## config.mk

```make
export PLATFORM = sky130hd
export DESIGN_NAME = p_beid_interconnect_f0_ahb_mtx_input_stage
export DESIGN_NICKNAME = d
export VERILOG_FILES = /design/src/rtl/p_beid_interconnect_f0_ahb_mtx_input_stage.sv
export SDC_FILE = /design/constraint.sdc
export NUM_CORES = 1
export LEC_CHECK = 0
export BUFFER_PORTS_ARGS = -buffer_cell sky130_fd_sc_hd__buf_4
export CAP_MARGIN = 20
export CORE_UTILIZATION = 48
export DETAILED_ROUTE_END_ITERATION = 10
export PLACE_DENSITY_LB_ADDON = 0.2
export SETUP_SLACK_MARGIN = 0.3
export SYNTH_ARGS = -nofsm -noshare
export SYNTH_HDL_FRONTEND = slang
export SYNTH_SLANG_ARGS = --single-unit
```

## constraint.sdc

```tcl
create_clock -name HCLK -period 1.45 [get_ports HCLK]
set_clock_uncertainty 0.05 [all_clocks]
set_input_delay 0.145 -clock HCLK [delete_from_list [all_inputs] [get_ports HCLK]]
set_output_delay 0.145 -clock HCLK [all_outputs]
set_load 0.03 [all_outputs]
```

## src/rtl/p_beid_interconnect_f0_ahb_mtx_input_stage.sv

```systemverilog
// Per-master input stage of the f0 AHB bus matrix: forwards or holds the master's
// address phase and routes the serving output stage's ready/response back.
module p_beid_interconnect_f0_ahb_mtx_input_stage #(
  parameter int ADDR_WIDTH = 32
) (
  input  logic                  HCLK,
  input  logic                  HRESETn,
  input  logic                  HSELS,
  input  logic [ADDR_WIDTH-1:0] HADDRS,
  input  logic [1:0]            HTRANSS,
  input  logic                  HWRITES,
  input  logic [2:0]            HSIZES,
  input  logic [2:0]            HBURSTS,
  input  logic [3:0]            HPROTS,
  input  logic                  HMASTLOCKS,
  input  logic                  HREADYS,
  input  logic                  active_ip,
  input  logic                  readyout_ip,
  input  logic                  resp_ip,
  output logic                  HREADYOUTS,
  output logic                  HRESPS,
  output logic                  sel_op,
  output logic [ADDR_WIDTH-1:0] addr_op,
  output logic [1:0]            trans_op,
  output logic                  write_op,
  output logic [2:0]            size_op,
  output logic [2:0]            burst_op,
  output logic [3:0]            prot_op,
  output logic                  master_lock_op,
  output logic                  held_tran_op
);

  logic                  pend_tran;
  logic                  data_phase;
  logic                  hold_sel;
  logic [ADDR_WIDTH-1:0] hold_addr;
  logic [1:0]            hold_trans;
  logic                  hold_write;
  logic [2:0]            hold_size;
  logic [2:0]            hold_burst;
  logic [3:0]            hold_prot;
  logic                  hold_lock;

  logic new_tran;
  logic accept;

  assign new_tran = HSELS & HREADYS & HTRANSS[1];
  assign accept   = active_ip & readyout_ip;

  // The holding register can only load while HREADYS is high, so a pending
  // transfer (which forces HREADYS low at the master) is never overwritten.
  always_ff @(posedge HCLK or negedge HRESETn) begin
    if (!HRESETn) begin
      pend_tran  <= 1'b0;
      data_phase <= 1'b0;
      hold_sel   <= 1'b0;
      hold_addr  <= '0;
      hold_trans <= 2'b00;
      hold_write <= 1'b0;
      hold_size  <= 3'b000;
      hold_burst <= 3'b000;
      hold_prot  <= 4'b0000;
      hold_lock  <= 1'b0;
    end else begin
      if (HSELS & HREADYS) begin
        hold_sel   <= HSELS;
        hold_addr  <= HADDRS;
        hold_trans <= HTRANSS;
        hold_write <= HWRITES;
        hold_size  <= HSIZES;
        hold_burst <= HBURSTS;
        hold_prot  <= HPROTS;
        hold_lock  <= HMASTLOCKS;
      end

      if (new_tran & ~accept)
        pend_tran <= 1'b1;
      else if (pend_tran & accept)
        pend_tran <= 1'b0;

      // IDLE and BUSY are answered locally and never open a data phase.
      if (accept & sel_op & trans_op[1])
        data_phase <= 1'b1;
      else if (readyout_ip | ~data_phase)
        data_phase <= 1'b0;
    end
  end

  assign sel_op         = pend_tran ? hold_sel   : HSELS;
  assign addr_op        = pend_tran ? hold_addr  : HADDRS;
  assign trans_op       = pend_tran ? hold_trans : HTRANSS;
  assign write_op       = pend_tran ? hold_write : HWRITES;
  assign size_op        = pend_tran ? hold_size  : HSIZES;
  assign burst_op       = pend_tran ? hold_burst : HBURSTS;
  assign prot_op        = pend_tran ? hold_prot  : HPROTS;
  assign master_lock_op = pend_tran ? hold_lock  : HMASTLOCKS;
  assign held_tran_op   = pend_tran;

  assign HREADYOUTS = data_phase ? readyout_ip : ~pend_tran;
  assign HRESPS     = data_phase ? resp_ip : 1'b0;

endmodule

```

==> metrics, run 1 <==
Clock power frac=0.184; RSZ-0062 raised after global routing=yes; adder-cell share of the synthesized area=0; layout cells sized above 1=0.798; syn_area_per_cell=approximately 16 um^2; #FFs+latches synth=between 40 and 50; placed cell count=around 330; Slew Viols, Final=0; critical path arrival=between 1 and 1.5 ns; Tmin final=1.68 ns; DRT iter0 DRCs=66; n_diodes=0; Placer Congestion=slightly below 0.7; drt wl/cell=~17 um; final core occ=0.784; syn nets=~210; final setup margin=-0.226 ns; sequential share of power=0.387; WP data required=1.25 ns; Tcrit/Tclk final=1.16; fin nets=roughly 330; Psw=between 1000 and 1500 uW; clock sinks=49; CP Launch Type=flop; commonest cells after routing, fill and taps aside=69 x mux2_4, 60 x buf_4, 52 x buf_6, 48 x dfrtp_1, 24 x mux2_2; post-route cell area=approximately 4000 um^2; status=finished, violations left; Max Fclk=between 0.5 and 0.6 GHz; Placed Area=about 3500 um^2; failing checks=setup timing; cell area after synthesis=roughly 2500 um^2; die height=roughly 75 um; Via density=between 5 and 6; Combinational Power Share=0.429; post-synth cell types=14; GRT Residual Overflow=0; post-synthesis xor/xnor area fraction=0; I/O pin count=103; 1st-pass router iterations=4; maximum VDD drop=roughly 940 uV; Post-Layout Cell Count=~350; commonest non-fill, non-tap cell in the layout=mux2_4; Port Buffers=102; MaxCap Viol Count=0; Int Pwr=2940 uW; sequential area share after synthesis=0.484; Layout area overhead=58.1%; vias=roughly 1800; worst hold path class=in2reg; number of routed nets with antenna violations=0; FP Rows=26; post-synthesis mux area share=0.457; die span in x=around 75 um; post-synthesis instance total=~160; Initial Util=0.496; GRT Total Usage=0.206; TritonCTS clock tree=yes; hpwl dp=3.85 mm; core area=around 5100 um^2; Routed WL=approximately 6.1 mm; P_leak=0.00200 uW; Worst Path Max Fanout=9; clk slew on worst S/H paths=roughly 0.09 ns; simple-gate share of the synthesized area=0.00890; switching part of the total power=0.321; die area=approximately 5600 um^2; largest net degree at the start of global routing=31; wire length of the first global-routing pass=about 8.4 mm; pwr/cell area=about 1100 nW/um^2; CTS max path bufs=2; Final Hold Viols=0; endpoint class of the critical path=output port; TritonCTS Buffers=5; antenna violations before repair=0; CP Class=reg2out; worst-skew pair later-pin latency=0.30 ns; drt drc=0; synth warn=0; main combinational cell family by area after synthesis=multiplexers; final setup fails=between 40 and 50; htree depth=2; slew margin rel.=0.757; worst slew pin tran=~0.36 ns; compound-gate portion of the synthesized area=0.0104; vias in the first global route=between 1500 and 2000; CTS root buf=clkbuf_8
-- layout make-up --
class	count	area (um^2)
timing repair buffer	123	1230
inverter	1	3.75
sequential	49	1230
multi-input combinational	101	1370
tap	70	87.6
clock inverter	3	17.5
clock buffer	5	68.8
fill	329	1100
-- final timing paths --
check / from / endpoint / slack, ns / cells past startpoint
worst min register to register: hold_sel / hold_sel / 0.44 / 1
worst min-delay path: HADDRS[6] / hold_addr[6] / 0.02 / 2
min in group asynchronous: HRESETn / hold_addr[23] / 0.22 / 2
worst max register to register: held_tran_op / data_phase / 0.03 / 4
worst max-delay path: held_tran_op / trans_op[1] / -0.23 / 4
max in group asynchronous: HRESETn / hold_size[0] / 0.66 / 3
-- worst max-delay path: stages, from the launching register on --
cell	delay [ns]
dfrtp_2	0.43
buf_4	0.15
buf_12	0.14
mux2_4	0.31
buf_6	0.14
-- per-layer routing --
metal | routed length, um | GRT usage | share of wire | up-vias
met2 | 3180 | 0.348 | 0.52 | 69
met4 | 93 | 0.0713 | 0.015 | 0
met5 | 0 | 0 | 0 | -
li1 | - | - | - | 817
met1 | 2440 | 0.251 | 0.40 | 889
met3 | 357 | 0.0629 | 0.059 | 9
-- sequential cells by signal, indices dropped and copies added (netlist names) --
name          count
data_phase        1
held_tran_op      1
hold_addr        32
hold_burst        3
hold_lock         1
hold_prot         4
hold_sel          1
hold_size         3
hold_trans        2
hold_write        1
-- timing repair --
item                       4_1_cts  5_1_grt
gates cloned                     0        4
buffers inserted                 0        5
resized for setup               48       20
setup endpoints to repair       51       51
hold endpoints to repair        26        0
hold buffers                     3        0
-- cells by family (layout without fill, tap and decap cells) --
group | after synthesis | after routing
AND/OR/NAND/NOR | 4 | 4
buffers and inverters | 11 | 132
AO/OA/AOI/OAI | 4 | 4
multiplexers | 93 | 93
flip-flops | 49 | 49
-- Yosys cell counts --
| cell | count | area, um^2 |
|---|---|---|
| mux2_2 | 64 | 721 |
| dfrtp_1 | 49 | 1230 |
| mux2_4 | 29 | 435 |
| buf_6 | 7 | 78.8 |
| a21oi_1 | 2 | 10.0 |
| buf_2 | 2 | 10.0 |
| a31oi_1 | 1 | 6.26 |
| a41o_1 | 1 | 10.0 |
| and2_1 | 1 | 6.26 |
| buf_4 | 1 | 7.51 |
| inv_1 | 1 | 3.75 |
| nand2_1 | 1 | 3.75 |
| nand2b_1 | 1 | 6.26 |
| nor2b_1 | 1 | 6.26 |
-- power groups by stage --
stage | sequential (uW) | combinational [uW] | clock [uW]
6_report | 1680 | 1860 | 799
5_1_grt | 1700 | 1960 | 876
4_1_cts | 1670 | 1720 | 813
3_5_place_dp | 1690 | 1570 | 0
3_3_place_gp | 1680 | 1550 | 0
2_1_floorplan | 1670 | 1070 | 0
-- per-stage QoR --
step | setup TNS (ns) | total power, uW | hold slack [ns] | setup slack (ns)
2_1_floorplan | 0 | 2740 | -0.201 | 0.0906
3_3_place_gp | 0 | 3230 | 0.0355 | 0.0961
3_5_place_dp | 0 | 3260 | 0.0359 | 0.0691
4_1_cts | -8.45 | 4200 | 0.0166 | -0.225
5_1_grt | -11.71 | 4530 | 0.0129 | -0.265
6_report | -9.66 | 4330 | 0.0225 | -0.226
Power figures use the tool's default switching activity.
==> inputs of run 2 (changes only) <==
--- a/config.mk
+++ b/config.mk
@@ -7,7 +7,7 @@
 export LEC_CHECK = 0
 export BUFFER_PORTS_ARGS = -buffer_cell sky130_fd_sc_hd__buf_4
 export CAP_MARGIN = 20
-export CORE_UTILIZATION = 48
+export CORE_UTILIZATION = 44
 export DETAILED_ROUTE_END_ITERATION = 10
 export PLACE_DENSITY_LB_ADDON = 0.2
 export SETUP_SLACK_MARGIN = 0.3
==> constraint.sdc (replaced) <==
create_clock -name HCLK -period 1.4 [get_ports HCLK]
set_clock_uncertainty 0.05 [all_clocks]
set_input_delay 0.14 -clock HCLK [delete_from_list [all_inputs] [get_ports HCLK]]
set_output_delay 0.14 -clock HCLK [all_outputs]
set_load 0.03 [all_outputs]
==> run 2 against run 1 <==
  * The run still ends with setup timing left
  * Count of clock-buffer cells in the layout rose by 1
  * Hold slack barely moved
  * Die area rose by 8.8%
  * Largest cell class unchanged
==> metrics, run 2 (synthesis gave the netlist of run 1 again) <==
Layout area overhead=60.8%; fin nets=about 330; worst-skew pair later-pin latency=~0.30 ns; final setup margin=-0.286 ns; clk slew on worst S/H paths=~0.090 ns; pwr/cell area=about 1100 nW/um^2; vias in the first global route=around 1800; vias=between 1500 and 2000; GRT Residual Overflow=0; P_leak=0.00199 uW; wire length of the first global-routing pass=approximately 8.9 mm; Largest register FFs=32; FP Rows=27; FF-to-FF Start=held_tran_op; RSZ-0062 raised after global routing=yes; Worst R2R End=data_phase; core area=around 5500 um^2; die area=6060 um^2; DRT iter0 DRCs=37; TritonCTS Buffers=5; die height=77.8 um; I/O pin count=approximately 100; n_diodes=0; worst hold path class=in2reg; critical path arrival=roughly 1.5 ns; clock sinks=~50; biggest regs=hold_addr x32, hold_prot x4; worst slew pin tran=roughly 0.34 ns; endpoint class of the critical path=output port; hpwl dp=~3.6 mm; Routed WL=about 5.6 mm; Setup Slack @ Placement=roughly 0.042 ns; Via density=~5; Worst Path Max Fanout=9; Initial Util=0.457; WP data required=1.21 ns; slew margin rel.=0.773; Tcrit/Tclk final=1.20; largest net degree at the start of global routing=24; hold path endpoint=hold_addr[0]; failing checks=setup timing; TritonCTS clock tree=yes; worst hold slack=0.0228 ns; Tmin final=about 1.7 ns; CP Class=reg2out; Slew Viols, Final=0; worst hold path startpoint=HADDRS[0]; MaxCap Viol Count=0; crit path from=held_tran_op; final setup fails=50; slack of the worst reg-to-reg path=-0.03 ns; die span in x=77.8 um; layout cells sized above 1=0.801; commonest cells after routing, fill and taps aside=62 x mux2_4, 55 x buf_4, 51 x buf_6, 48 x dfrtp_1, 31 x mux2_2; GRT Total Usage=0.191; Max Fclk=slightly below 0.6 GHz; htree depth=2; hold path depth=2; drt drc=0; 1st-pass router iterations=3; CP Launch Type=flop; Port Buffers=slightly above 100; register with the most flip-flops=hold_addr; maximum VDD drop=between 600 and 700 uV; antenna violations before repair=0; Final Hold Viols=0; status=finished, violations left; Placer Congestion=between 0.7 and 0.8; CTS max path bufs=2; CTS root buf=clkbuf_8; number of routed nets with antenna violations=0; worst-case reg-to-reg path depth=4; commonest non-fill, non-tap cell in the layout=mux2_4; drt wl/cell=between 15 and 20 um
[run 2: changes by cell type in the layout (fill, tap and decap cells not counted), sizes merged]
| cell | change |
|---|---|
| buf | +1 |
| clkbuf | -1 |
| clkinvlp | -1 |
[run 2: repair_timing]
item                                   in CTS  in global routing
setup endpoints to repair                  51                 52
hold buffers                                3                  0
pin swaps                                   2                  1
endpoints found under the hold margin      42                  0
cloned                                      4                  0
resized for setup                          59                  7
buffers inserted                            3                  2
[run 2: worst max-delay path: stages (launching register included)]
cell	delay [ns]
dfrtp_2	0.45
buf_12	0.16
buf_16	0.14
mux2_4	0.30
buf_6	0.14
[run 2: per-layer routing]
layer	wire (um)	vias to the layer above	track usage
li1	-	815	-
met1	2410	865	0.240
met2	2740	70	0.320
met3	343	9	0.0553
met4	90	0	0.0528
met5	0	-	0
[run 2: cell type report]
type | instances | area [um^2]
clock buffer | 6 | 72.6
inverter | 1 | 3.75
tap | 72 | 90.1
fill | 375 | 1470
sequential | 49 | 1230
multi-input combinational | 101 | 1360
timing repair buffer | 122 | 1300
clock inverter | 2 | 10.0
[run 2: how the worst max path moves through the flow]
| stage | end | slack [ns] | depth (start not counted) |
|---|---|---|---|
| after floorplan | addr_op[10] | 0.05 | 3 |
| after detailed placement | addr_op[31] | 0.04 | 3 |
| after global routing | prot_op[3] | -0.34 | 4 |
| after CTS | addr_op[15] | -0.28 | 4 |
| after global placement | prot_op[1] | 0.05 | 3 |
| final | addr_op[10] | -0.29 | 4 |
[run 2: power breakdown]
part / switching, uW / internal (uW) / total [uW]
registers: 106 / 1620 / 1720
clock network: 459 / 347 / 806
logic: 839 / 1120 / 1960
[run 2: per-stage QoR]
| stage | instance area [um^2] | setup TNS [ns] | total power, uW | cells | utilization |
|---|---|---|---|---|---|
| floorplan | 2660 | 0 | 2840 | 161 | - |
| global placement | 3540 | 0 | 3360 | 333 | 0.639 |
| detailed placement | 3540 | 0 | 3380 | 333 | 0.639 |
| CTS | 4010 | -13.02 | 4480 | 351 | 0.724 |
| global route | 4070 | -15.87 | 4700 | 353 | 0.735 |
| finish | 4070 | -13.19 | 4490 | 353 | 0.735 |
